`src/rtl/vga_pkg.sv`:
```
// Shared VGA constants: pattern selects, colour-bar table, default timing.
// Common to the sync generator and the pixel generator.
package vga_pkg;

  localparam logic [1:0] PAT_BARS  = 2'd0;
  localparam logic [1:0] PAT_CHECK = 2'd1;
  localparam logic [1:0] PAT_RAMP  = 2'd2;
  localparam logic [1:0] PAT_SOLID = 2'd3;

  // One bit per channel {r,g,b}: 1 = full, 0 = zero. Index 0 is the left bar.
  localparam logic [7:0][2:0] BAR_RGB = {
    3'b000, 3'b001, 3'b100, 3'b101,
    3'b010, 3'b011, 3'b110, 3'b111
  };

  localparam int H_ACTIVE_DEF    = 640;
  localparam int V_ACTIVE_DEF    = 480;
  localparam int LEFT_BORDER_DEF = 47;
  localparam int TOP_BORDER_DEF  = 32;
  localparam int H_WIDTH_DEF     = 10;
  localparam int V_WIDTH_DEF     = 10;

endpackage

```
`src/rtl/bounce_box.sv`:
```
// Bouncing overlay box: position/direction state and inside test.
// Position steps one pixel per axis on each frame boundary.
module bounce_box #(
  parameter int H_WIDTH  = 10,
  parameter int V_WIDTH  = 10,
  parameter int H_ACTIVE = 640,
  parameter int V_ACTIVE = 480,
  parameter int BOX_SIZE = 32
) (
  input  logic               clk,
  input  logic               rst_n,
  input  logic               step_i,
  input  logic [H_WIDTH-1:0] x_i,
  input  logic [V_WIDTH-1:0] y_i,
  output logic               inside_o
);

  localparam logic [H_WIDTH-1:0] H_LIM = H_WIDTH'(H_ACTIVE - BOX_SIZE);
  localparam logic [V_WIDTH-1:0] V_LIM = V_WIDTH'(V_ACTIVE - BOX_SIZE);
  localparam logic [H_WIDTH-1:0] H_ONE = H_WIDTH'(1);
  localparam logic [V_WIDTH-1:0] V_ONE = V_WIDTH'(1);

  logic [H_WIDTH-1:0] bx_q, bx_d;
  logic [V_WIDTH-1:0] by_q, by_d;
  logic               dx_q, dx_d;
  logic               dy_q, dy_d;

  always_ff @(posedge clk or negedge rst_n) begin
    if (!rst_n) begin
      bx_q <= '0;
      by_q <= '0;
      dx_q <= 1'b1;
      dy_q <= 1'b1;
    end else begin
      bx_q <= bx_d;
      by_q <= by_d;
      dx_q <= dx_d;
      dy_q <= dy_d;
    end
  end

  // A flip takes effect immediately: the same frame moves the other way.
  always_comb begin
    bx_d = bx_q;
    dx_d = dx_q;
    by_d = by_q;
    dy_d = dy_q;
    if (step_i) begin
      if (dx_q) begin
        if (bx_q == H_LIM) begin
          dx_d = 1'b0;
          bx_d = bx_q - H_ONE;
        end else begin
          bx_d = bx_q + H_ONE;
        end
      end else if (bx_q == '0) begin
        dx_d = 1'b1;
        bx_d = H_ONE;
      end else begin
        bx_d = bx_q - H_ONE;
      end
      if (dy_q) begin
        if (by_q == V_LIM) begin
          dy_d = 1'b0;
          by_d = by_q - V_ONE;
        end else begin
          by_d = by_q + V_ONE;
        end
      end else if (by_q == '0) begin
        dy_d = 1'b1;
        by_d = V_ONE;
      end else begin
        by_d = by_q - V_ONE;
      end
    end
  end

  logic [H_WIDTH:0] bx_end;
  logic [V_WIDTH:0] by_end;

  assign bx_end = {1'b0, bx_q} + (H_WIDTH+1)'(BOX_SIZE - 1);
  assign by_end = {1'b0, by_q} + (V_WIDTH+1)'(BOX_SIZE - 1);

  assign inside_o = (x_i >= bx_q) && ({1'b0, x_i} <= bx_end) &&
                    (y_i >= by_q) && ({1'b0, y_i} <= by_end);

endmodule

```
`src/rtl/pixel_generator.sv`:
```
// Test-pattern pixel generator, 2-stage pipeline aligned to the sync outputs.
// Define BOUNCE_BOX_EN to add the animated white box overlay.
module pixel_generator
  import vga_pkg::*;
#(
  parameter int H_WIDTH     = 10,
  parameter int V_WIDTH     = 10,
  parameter int H_ACTIVE    = 640,
  parameter int V_ACTIVE    = 480,
  parameter int LEFT_BORDER = 47,
  parameter int TOP_BORDER  = 32,
  parameter int COLOR_W     = 4,
  parameter int BOX_SIZE    = 32
) (
  input  logic                 clk,
  input  logic                 rst_n,
  input  logic [H_WIDTH-1:0]   h_count,
  input  logic [V_WIDTH-1:0]   v_count,
  input  logic                 h_sync,
  input  logic                 v_sync,
  input  logic                 video_on,
  input  logic [1:0]           pattern_sel,
  input  logic [3*COLOR_W-1:0] solid_rgb,
  input  logic                 box_en,
  output logic [COLOR_W-1:0]   vga_r,
  output logic [COLOR_W-1:0]   vga_g,
  output logic [COLOR_W-1:0]   vga_b,
  output logic                 vga_hs,
  output logic                 vga_vs,
  output logic                 frame_tick
);

  localparam int CW = 3 * COLOR_W;
  localparam int BAR_W = H_ACTIVE / 8;
  localparam logic [H_WIDTH-1:0] X_OFF = H_WIDTH'(LEFT_BORDER + 1);
  localparam logic [V_WIDTH-1:0] Y_OFF = V_WIDTH'(TOP_BORDER + 1);
  localparam logic [COLOR_W-1:0] FULL = '1;
  localparam logic [CW-1:0] WHITE = '1;

  logic [H_WIDTH-1:0] x;
  logic [V_WIDTH-1:0] y;
  logic               boundary;
  logic               v_sync_d_q;
  logic [1:0]         pat_q, pat_d;
  logic               tick_q;
  logic [CW-1:0]      col_q, col_d, pat_col;
  logic [CW-1:0]      rgb_q, rgb_d;
  logic               hs_q, vs_q;
  logic [2:0]         bar_bits;
  logic [3:0]         ramp4;
  logic               box_hit;

  assign x = h_count - X_OFF;
  assign y = v_count - Y_OFF;
  assign boundary = v_sync_d_q & ~v_sync;
  assign pat_d = boundary ? pattern_sel : pat_q;
  assign ramp4 = x[9:6];

  // Priority chain: the leftmost bar whose right edge lies beyond x wins.
  always_comb begin
    bar_bits = BAR_RGB[7];
    for (int i = 6; i >= 0; i--) begin
      if (int'(x) < (i + 1) * BAR_W) bar_bits = BAR_RGB[i];
    end
  end

  always_comb begin
    pat_col = '0;
    unique case (pat_q)
      PAT_BARS: pat_col = {bar_bits[2] ? FULL : '0,
                           bar_bits[1] ? FULL : '0,
                           bar_bits[0] ? FULL : '0};
      PAT_CHECK: pat_col = (x[5] ^ y[5]) ? WHITE : '0;
      PAT_RAMP: pat_col = {3{COLOR_W'(ramp4)}};
      PAT_SOLID: pat_col = solid_rgb;
      default: pat_col = '0;
    endcase
  end

`ifdef BOUNCE_BOX_EN
  logic inside;

  bounce_box #(
    .H_WIDTH (H_WIDTH),
    .V_WIDTH (V_WIDTH),
    .H_ACTIVE(H_ACTIVE),
    .V_ACTIVE(V_ACTIVE),
    .BOX_SIZE(BOX_SIZE)
  ) u_box (
    .clk     (clk),
    .rst_n   (rst_n),
    .step_i  (boundary),
    .x_i     (x),
    .y_i     (y),
    .inside_o(inside)
  );

  assign box_hit = box_en & inside;
`else
  logic unused_box;
  assign unused_box = ^{box_en, y};
  assign box_hit = 1'b0;
`endif

  assign col_d = box_hit ? WHITE : pat_col;
  assign rgb_d = video_on ? col_q : '0;

  always_ff @(posedge clk or negedge rst_n) begin
    if (!rst_n) begin
      v_sync_d_q <= 1'b0;
      pat_q      <= PAT_BARS;
      tick_q     <= 1'b0;
      col_q      <= '0;
      rgb_q      <= '0;
      hs_q       <= 1'b0;
      vs_q       <= 1'b0;
    end else begin
      v_sync_d_q <= v_sync;
      pat_q      <= pat_d;
      tick_q     <= boundary;
      col_q      <= col_d;
      rgb_q      <= rgb_d;
      hs_q       <= h_sync;
      vs_q       <= v_sync;
    end
  end

  assign vga_r      = rgb_q[CW-1 -: COLOR_W];
  assign vga_g      = rgb_q[2*COLOR_W-1 -: COLOR_W];
  assign vga_b      = rgb_q[COLOR_W-1:0];
  assign vga_hs     = hs_q;
  assign vga_vs     = vs_q;
  assign frame_tick = tick_q;

endmodule

```
`config.mk`:
```
export PLATFORM = sky130hd
export DESIGN_NAME = pixel_generator
export DESIGN_NICKNAME = d
export VERILOG_FILES = /design/src/rtl/vga_pkg.sv /design/src/rtl/bounce_box.sv /design/src/rtl/pixel_generator.sv
export SDC_FILE = /design/constraint.sdc
export NUM_CORES = 1
export LEC_CHECK = 0
export ABC_AREA = 1
export BUFFER_PORTS_ARGS = -buffer_cell sky130_fd_sc_hd__buf_2
export CAP_MARGIN = 20
export CORE_UTILIZATION = 30
export CTS_CLUSTER_DIAMETER = 120
export DETAILED_ROUTE_END_ITERATION = 7
export GPL_TIMING_DRIVEN = 1
export PLACE_DENSITY_LB_ADDON = 0.2
export SLEW_MARGIN = 40
export SYNTH_ARGS = -nofsm -noshare
export SYNTH_HDL_FRONTEND = slang
export SYNTH_HIERARCHICAL = 1
export SYNTH_SLANG_ARGS = --single-unit
```
`constraint.sdc`:
```
create_clock -name clk -period 1.3 [get_ports clk]
set_input_delay 0 -clock clk [delete_from_list [all_inputs] [get_ports clk]]
set_output_delay 0 -clock clk [all_outputs]
set_load 0.05 [all_outputs]
```
==> results.json, run 1 <==
{
  "final_util_pct": 46.9,
  "p_leak_nw": 1.15,
  "num_rows": 23,
  "synth-seq-cells": 29,
  "grt_pass1_wl_mm": 4.55,
  "yosys.area.top_type": "dfrtp_1",
  "route.detailed.drc": 0,
  "cts_tree": "yes",
  "fp.dieH_um": 68.8,
  "fin_skew_ns": 0.00262,
  "cts_root_buf": "clkbuf_8",
  "grt_antenna_before_repair": 0,
  "layout.cells.most_common": "nand2_1",
  "gp_congestion": 0.765,
  "numCtsBuffers": 5,
  "clk_latency_ns": 0.27,
  "fin_tns_setup_ns": 0,
  "design_area_mm2": 0.00194,
  "io_buffers": 45,
  "crit_type": "reg2reg",
  "synth_warnings": 6,
  "cp-start-kind": "flop",
  "finalNetCount": 282,
  "dpl.cell_count": 265,
  "pin_count": 55,
  "min_path_type": "in2reg",
  "ant_nets": 0,
  "syn_avg_cell_area_um2": 8.11,
  "synth.top_cell.area_share_pct": 54.2,
  "crit_path_end_kind": "flop",
  "hold_viol": 0,
  "yosys-top-cells-area": "dfrtp_1, nand2_1, inv_1",
  "fin_total_pwr_w": 0.00264,
  "fin_cells": 290,
  "wire_per_inst_um": 9.85,
  "die_area_mm2": 0.00473,
  "slew_violations": 0,
  "outcome": "finished clean",
  "drtIter0Drc": 52,
  "path_max_fanout": 5,
  "fp.dieW_um": 68.8,
  "via_per_inst": 4.12,
  "routed_wl_mm": 2.86,
  "overflow": 0,
  "yosysSeqAreaShare_pct": 54.2,
  "fin_crit_ns": 1.16,
  "drive_gt1_share_pct": 27.9,
  "required_ns": 1.51,
  "htree_levels": 2,
  "maxCapViolCount": 0,
  "area_growth_syn_to_layout_pct": 45.2,
  "setup_viol": 0,
  "place_area_mm2": 0.00167,
  "ys_types": 18,
  "arrival_ns": 1.36,
  "power.density_mw_per_mm2": 1360,
  "grt_max_degree": 30,
  "coreArea_mm2": 0.00414,
  "clock_path_buffers": 2,
  "start_util_pct": 32.3,
  "relSlewSlack_pct": 59.2,
  "final_cell_mix": "nand2_1, buf_2, inv_1, dfrtp_1, dlygate4sd3_1",
  "syn-cell-area_mm2": 0.00134,
  "fillers": 397,
  "dr_total_vias": 1195,
  "max-vdd-ir-drop_mv": 0.428,
  "worst_pin_slew_ns": 0.611,
  "antennaDiodeCount": 0,
  "grt_pass1_vias": 1087,
  "cts_num_sinks": 29,
  "syn_inst": 165,
  "drt-pass1-iter-count": 4,
  "syn_nets": 208,
  "max_freq_ghz": 0.866,
  "clk_pin_slew_worst_paths_ns": 0.06,
  "rsz0062_at_grt": "false",
  "globalRouteTotalUtil_pct": 13.5,
  "hpwlAfterDp_mm": 2.06,
  "min_period_over_period_pct": 88.9
}
==> critical path, cell delays in order, from the launching register on <==
cell     delay (ns)
dfrtp_1        0.42
nor2_1         0.15
inv_1          0.07
o21ai_0        0.25
inv_1          0.11
nand3_1        0.10
==> where the power goes <==
part           internal [W]  switching [W]  leakage [nW]
clock              0.000477       0.000316        0.0542
sequential          0.00107      0.0000430         0.363
combinational      0.000241       0.000494         0.730
total               0.00178       0.000852          1.15
==> stage by stage <==
| stage | worst slack [ns] | hold slack (ns) |
|---|---|---|
| 6_report | 0.145 | 0.0367 |
| 5_1_grt | 0.0306 | 0.0438 |
| 4_1_cts | 0.133 | 0.0319 |
| 3_5_place_dp | -0.0795 | 0.0533 |
| 3_3_place_gp | -0.106 | 0.0542 |
| 2_1_floorplan | 0.104 | -0.296 |
==> sequential cells by signal, indices dropped and copies added (netlist names) <==
signal / flops
vga_hs: 1
col_q: 12
pat_q: 2
rgb_q: 12
frame_tick: 1
vga_vs: 1
==> routing by layer <==
layer | track usage (%) | vias up | part of all wire, %
met3 | 3.95 | 8 | 4.6
met2 | 23.9 | 35 | 52
met5 | 0 | - | 0
met4 | 7.91 | 0 | 1.6
li1 | - | 649 | -
met1 | 14.2 | 503 | 42
==> path summary, 6_finish.rpt <==
path	cells past startpoint	end	slack, ns	from
max	5	col_q[10]	0.14	pat_q[0]
min	3	rgb_q[3]	0.04	video_on
max reg2reg	5	col_q[10]	0.14	pat_q[0]
min reg2reg	2	rgb_q[11]	0.43	col_q[11]
max in group asynchronous	2	vga_vs	0.59	rst_n
min in group asynchronous	2	vga_hs	0.27	rst_n
==> timing repair <==
item	CTS	global route
endpoints found under the setup margin	0	2
gates resized for setup	0	1
hold buffers	17	0
buffers inserted	0	0
endpoints found under the hold margin	46	0
==> area by class of cell <==
class                           instances  area (um2)  area share (%)
Clock inverter                          1        5.00           0.257
Inverter                               29         109            5.60
Timing Repair Buffer                   69         448            23.0
Sequential cell                        29         727            37.4
Clock buffer                            7        96.3            4.95
Tap cell                               50        62.6            3.22
Multi-Input combinational cell        105         497            25.5
==> synthesized netlist by cell type (all sizes together) <==
| cell | number |
|---|---|
| a21oi | 7 |
| clkbuf | 2 |
| dfrtp | 29 |
| ha | 3 |
| inv | 29 |
| mux2 | 1 |
| nand2 | 59 |
| nand3 | 14 |
| nand4 | 1 |
| nor2 | 11 |
| nor3 | 1 |
| o211ai | 1 |
| o21ai | 5 |
| xnor2 | 1 |
| xor2 | 1 |
==> kinds of logic (layout without fill, tap and decap cells) <==
kind of cell	count (synthesis)	after routing	synth area share, %
compound gates	13	13	5.33
xor+xnor	2	2	1.31
fa+ha+maj	3	3	2.80
buf+inv	31	106	8.69
flops	29	29	54.2
mux	1	1	0.841
simple gates	86	86	26.8
(Power assumes the default switching activity.)
==> run 2, diff against run 1 <==
--- a/config.mk
+++ b/config.mk
@@ -11,7 +11,7 @@
 export CORE_UTILIZATION = 30
 export CTS_CLUSTER_DIAMETER = 120
 export DETAILED_ROUTE_END_ITERATION = 7
-export GPL_TIMING_DRIVEN = 1
+export GPL_TIMING_DRIVEN = 0
 export PLACE_DENSITY_LB_ADDON = 0.2
 export SLEW_MARGIN = 40
 export SYNTH_ARGS = -nofsm -noshare
==> results.json, run 2 (synthesis results as in run 1) <==
{
  "fp.dieW_um": 68.8,
  "max_freq_ghz": 0.837,
  "path_max_fanout": 5,
  "relSlewSlack_pct": 58.9,
  "grt_max_degree": 30,
  "drt-pass1-iter-count": 4,
  "grt_antenna_before_repair": 0,
  "via_per_inst": 4.09,
  "seq_area_um2": 727,
  "place_ws_ns": -0.161,
  "arrival_ns": 1.41,
  "htree_levels": 2,
  "r2r-end": "col_q[9]",
  "cts_num_sinks": 29,
  "hold_viol": 0,
  "drive_gt1_share_pct": 25.4,
  "fin_total_pwr_w": 0.00254,
  "fin_crit_ns": 1.19,
  "min_path_type": "in2async",
  "grt_pass1_wl_mm": 4.47,
  "hold_ws_ns": 0.275,
  "p_leak_nw": 1.12,
  "cts_root_buf": "clkbuf_8",
  "cp_slowest_cell": "dfrtp_1",
  "setup_viol": 0,
  "max-vdd-ir-drop_mv": 0.405,
  "clock_path_buffers": 2,
  "routed_wl_mm": 2.72,
  "r2r_start": "pat_q[0]",
  "path_common_cell": "inv_1",
  "globalRouteTotalUtil_pct": 13.5,
  "dpl.cell_count": 260,
  "num_rows": 23,
  "fillers": 425,
  "reg2reg_setup_slack_ns": 0.11,
  "layout.cells.most_common": "nand2_1",
  "dr_total_vias": 1170,
  "path_cells": "nor2_1 > inv_1 > o21ai_0 > inv_1 > nand3_1",
  "slew_violations": 0,
  "drtIter0Drc": 34,
  "crit_type": "reg2reg",
  "fp.dieH_um": 68.8,
  "final_util_pct": 46.0,
  "top_regs": "col_q (12), rgb_q (12), pat_q (2)",
  "numCtsBuffers": 5,
  "start_util_pct": 32.3,
  "final_cell_mix": "nand2_1, buf_2, inv_1, dfrtp_1, dlygate4sd3_1",
  "coreArea_mm2": 0.00414,
  "power.density_mw_per_mm2": 1330,
  "cp-start-kind": "flop",
  "fin_skew_ns": 0.00383,
  "crit_path_end_kind": "flop",
  "finalNetCount": 279,
  "gp_congestion": 0.808,
  "pin_count": 55,
  "cts_tree": "yes",
  "clk_latency_ns": 0.27,
  "worst_pin_slew_ns": 0.616,
  "maxCapViolCount": 0,
  "io_buffers": 45,
  "r2r_cells": 5,
  "fin_ws_ns": 0.105,
  "min_period_over_period_pct": 91.9,
  "grt_pass1_vias": 1076,
  "overflow": 0,
  "antennaDiodeCount": 0,
  "outcome": "finished clean",
  "route.detailed.drc": 0,
  "area_growth_syn_to_layout_pct": 42.4,
  "slowest_delay_ns": 0.41,
  "ant_nets": 0,
  "multi_input_area_um2": 502,
  "clk_pin_slew_worst_paths_ns": 0.06,
  "hpwlAfterDp_mm": 1.98,
  "die_area_mm2": 0.00473,
  "required_ns": 1.51,
  "wire_per_inst_um": 9.51,
  "fin_cells": 286
}
-- run 2: timing repair --
item | 4_1_cts | 5_1_grt
hold buffers | 18 | 0
endpoints found under the hold margin | 48 | 0
resized for setup | 0 | 1
setup buffers | 0 | 1
setup endpoints to repair | 0 | 4
-- run 2: how the worst max path moves through the flow --
stage,slack [ns],depth (start not counted),start,endpoint
3_3_place_gp,-0.15,14,h_count[4],col_q[0]
2_1_floorplan,0.10,3,vga_vs,pat_q[0]
4_1_cts,0.11,5,pat_q[0],col_q[9]
6_report,0.11,5,pat_q[0],col_q[9]
5_1_grt,-0.005,14,h_count[4],col_q[2]
3_5_place_dp,-0.16,14,h_count[4],col_q[2]
-- run 2: power breakdown --
part	switching, W	internal [W]
Clock	0.000304	0.000419
Combinational	0.000486	0.000228
Sequential	0.0000411	0.00107
Total	0.000831	0.00171
-- run 2: layout make-up --
cell class | count | share of cell area, %
plain buffers | 2 | 0.394
clock buffers | 7 | 4.53
inverters | 29 | 5.71
multi-input cells | 105 | 26.3
flip-flops and latches | 29 | 38.1
well taps | 50 | 3.28
repair buffers | 64 | 21.7
-- run 2: through the flow --
step | cell area (um2) | TNS, ns
floorplan | 1340 | 0
global placement | 1630 | -1.22
detailed placement | 1630 | -1.60
CTS | 1890 | 0
global route | 1910 | -0.00730
finish | 1910 | 0
-- run 2: layer usage --
metal / share of wire (%) / vias to the layer above / track usage, %
met3: 4.2 / 5 / 4.44
met1: 43 / 498 / 13.4
met2: 50 / 30 / 23.9
met5: 0 / - / 0
met4: 2.6 / 0 / 9.18
li1: - / 637 / -
-- run 2: worst max-delay path: cells and delay by family, from the launching register on --
family                 cells  cell delay (ns)
and+or+nand+nor            2             0.25
buffers and inverters      2             0.18
DFF                        1             0.41
AOI/OAI and AO/OA          1             0.28
==> run 3, diff against run 2 <==
--- a/config.mk
+++ b/config.mk
@@ -6,11 +6,11 @@
 export NUM_CORES = 1
 export LEC_CHECK = 0
 export ABC_AREA = 1
-export BUFFER_PORTS_ARGS = -buffer_cell sky130_fd_sc_hd__buf_2
 export CAP_MARGIN = 20
 export CORE_UTILIZATION = 30
 export CTS_CLUSTER_DIAMETER = 120
 export DETAILED_ROUTE_END_ITERATION = 7
+export DONT_BUFFER_PORTS = 1
 export GPL_TIMING_DRIVEN = 0
 export PLACE_DENSITY_LB_ADDON = 0.2
 export SLEW_MARGIN = 40
==> results.json, run 3 (synthesis results as in run 1) <==
{
  "route.detailed.drc": 0,
  "clk_latency_ns": 0.27,
  "seq_area_um2": 727,
  "p_sw_share_pct": 33.2,
  "pwr-share-comb_pct": 16.3,
  "rsz0062_at_grt": "false",
  "arrival_ns": 1.40,
  "fin_crit_ns": 1.24,
  "min_period_over_period_pct": 95.1,
  "required_ns": 1.46,
  "min-delay-start": "video_on",
  "slowest_delay_ns": 0.53,
  "globalRouteTotalUtil_pct": 12.6,
  "ant_nets": 0,
  "area_growth_syn_to_layout_pct": 26.0,
  "crit_path_end_kind": "flop",
  "maxCapViolCount": 0,
  "top_regs": "col_q (12), rgb_q (12), pat_q (2)",
  "slew_violations": 0,
  "numCtsBuffers": 5,
  "path_cells": "inv_1 > nor2_2 > mux2_2",
  "wl_met1_mm": 1.07,
  "worstHoldEndpoint": "rgb_q[9]",
  "r2r-end": "pat_q[0]",
  "wl_met2_mm": 1.31,
  "min_path_type": "in2reg",
  "r2r_start": "vga_vs",
  "relSlewSlack_pct": 70.4,
  "drive_gt1_share_pct": 7.81,
  "r2r_cells": 3,
  "cts_root_buf": "clkbuf_8",
  "reg2reg_setup_slack_ns": 0.06,
  "cp-start-kind": "flop",
  "finalNetCount": 234,
  "final_util_pct": 40.7,
  "grt_max_degree": 30,
  "num_rows": 23,
  "power.density_mw_per_mm2": 1420,
  "htree_levels": 2,
  "start_util_pct": 32.3,
  "fp.dieH_um": 68.8,
  "routed_wl_mm": 2.58,
  "p_clk_share_pct": 27.9,
  "layout.cells.most_common": "nand2_1",
  "power.internal_w": 0.00160,
  "post_cts_buffers": 0,
  "overflow": 0,
  "antennaDiodeCount": 0,
  "drt-pass1-iter-count": 4,
  "pin_count": 55,
  "wire_per_inst_um": 10.6,
  "gp_congestion": 0.829,
  "final_cell_mix": "nand2_1, inv_1, dfrtp_1, dlygate4sd3_1, nand3_1",
  "cts_num_sinks": 29,
  "worst_hold_path.num_cells": 3,
  "outcome": "finished clean",
  "design_area_mm2": 0.00169,
  "p_leak_nw": 0.927,
  "worst_pin_slew_ns": 0.445,
  "fillers": 423,
  "dr_wl_met3_um": 139,
  "hold_viol": 0,
  "crit_type": "reg2reg",
  "cts_tree": "yes",
  "routed.top_layer": "met4",
  "max_freq_ghz": 0.809,
  "via_per_inst": 4.28,
  "clock_path_buffers": 2,
  "dr_total_vias": 1035,
  "max-vdd-ir-drop_mv": 0.371,
  "grt_pass1_wl_mm": 4.18,
  "hpwlAfterDp_mm": 1.89,
  "multi_input_area_um2": 499,
  "setup_viol": 0,
  "cp_slowest_cell": "dfrtp_2",
  "clk_pin_slew_worst_paths_ns": 0.06,
  "fin_skew_ns": 0.00361,
  "drtIter0Drc": 52,
  "place_area_mm2": 0.00140,
  "fin_total_pwr_w": 0.00240,
  "grt_antenna_before_repair": 0,
  "coreArea_mm2": 0.00414,
  "die_area_mm2": 0.00473,
  "io_buffers": 0,
  "p_sw_w": 0.000798,
  "grt_pass1_vias": 1011,
  "power_frac_seq_pct": 55.8,
  "path_max_fanout": 4,
  "fp.dieW_um": 68.8
}
[run 3: cell types whose count changed in the layout (fill, tap and decap cells not counted), sizes merged]
cell,before,now
buf,46,1
clkbuf,9,10
[run 3: worst max-delay path by stage]
stage,from,to,slack [ns],cells after the start
finish,vga_vs,pat_q[0],0.06,3
global placement,h_count[4],col_q[0],0.003,13
detailed placement,h_count[4],col_q[0],-0.02,13
floorplan,vga_vs,pat_q[0],0.10,3
global route,vga_vs,pat_q[0],0.03,3
CTS,vga_vs,pat_q[0],0.04,3
[run 3: layer usage]
layer / track usage (%) / vias up
li1: - / 550
met1: 12.5 / 450
met2: 22.3 / 29
met3: 3.62 / 6
met4: 9.18 / 0
met5: 0 / -
[run 3: layout make-up]
cell class	instances	area share [%]
Buffer	2	0.519
Clock buffer	8	4.75
Inverter	29	6.45
Multi-Input combinational cell	105	29.6
Sequential cell	29	43.1
Tap cell	50	3.71
Timing Repair Buffer	19	11.9
[run 3: power by group through the flow]
stage               Combinational [W]  Sequential (W)  Clock (W)
finish                       0.000391         0.00134   0.000671
global placement             0.000316         0.00136          0
floorplan                    0.000264         0.00134          0
CTS                          0.000393         0.00134   0.000691
global route                 0.000462         0.00136   0.000725
detailed placement           0.000321         0.00136          0
[run 3: what timing repair did]
item	in CTS	in global routing
hold buffers	19	0
endpoints found under the hold margin	48	0
gates resized for setup	0	6
setup endpoints to repair	0	9
[run 3: through the flow]
step | cells | setup slack, ns | hold WS [ns] | TNS (ns)
floorplan | 165 | 0.104 | -0.296 | 0
detailed placement | 215 | -0.0171 | -0.295 | -0.0474
global route | 242 | 0.0269 | 0.117 | 0
global placement | 215 | 0.00349 | -0.295 | 0
finish | 242 | 0.0638 | 0.0874 | 0
CTS | 242 | 0.0376 | 0.0899 | 0
[run 3: worst max-delay path: cells and delay by family, from the launching register on]
kind / cells / cell delay [ns]
flip-flops: 1 / 0.53
multiplexers: 1 / 0.35
AND/OR/NAND/NOR: 1 / 0.16
buffers and inverters: 1 / 0.09
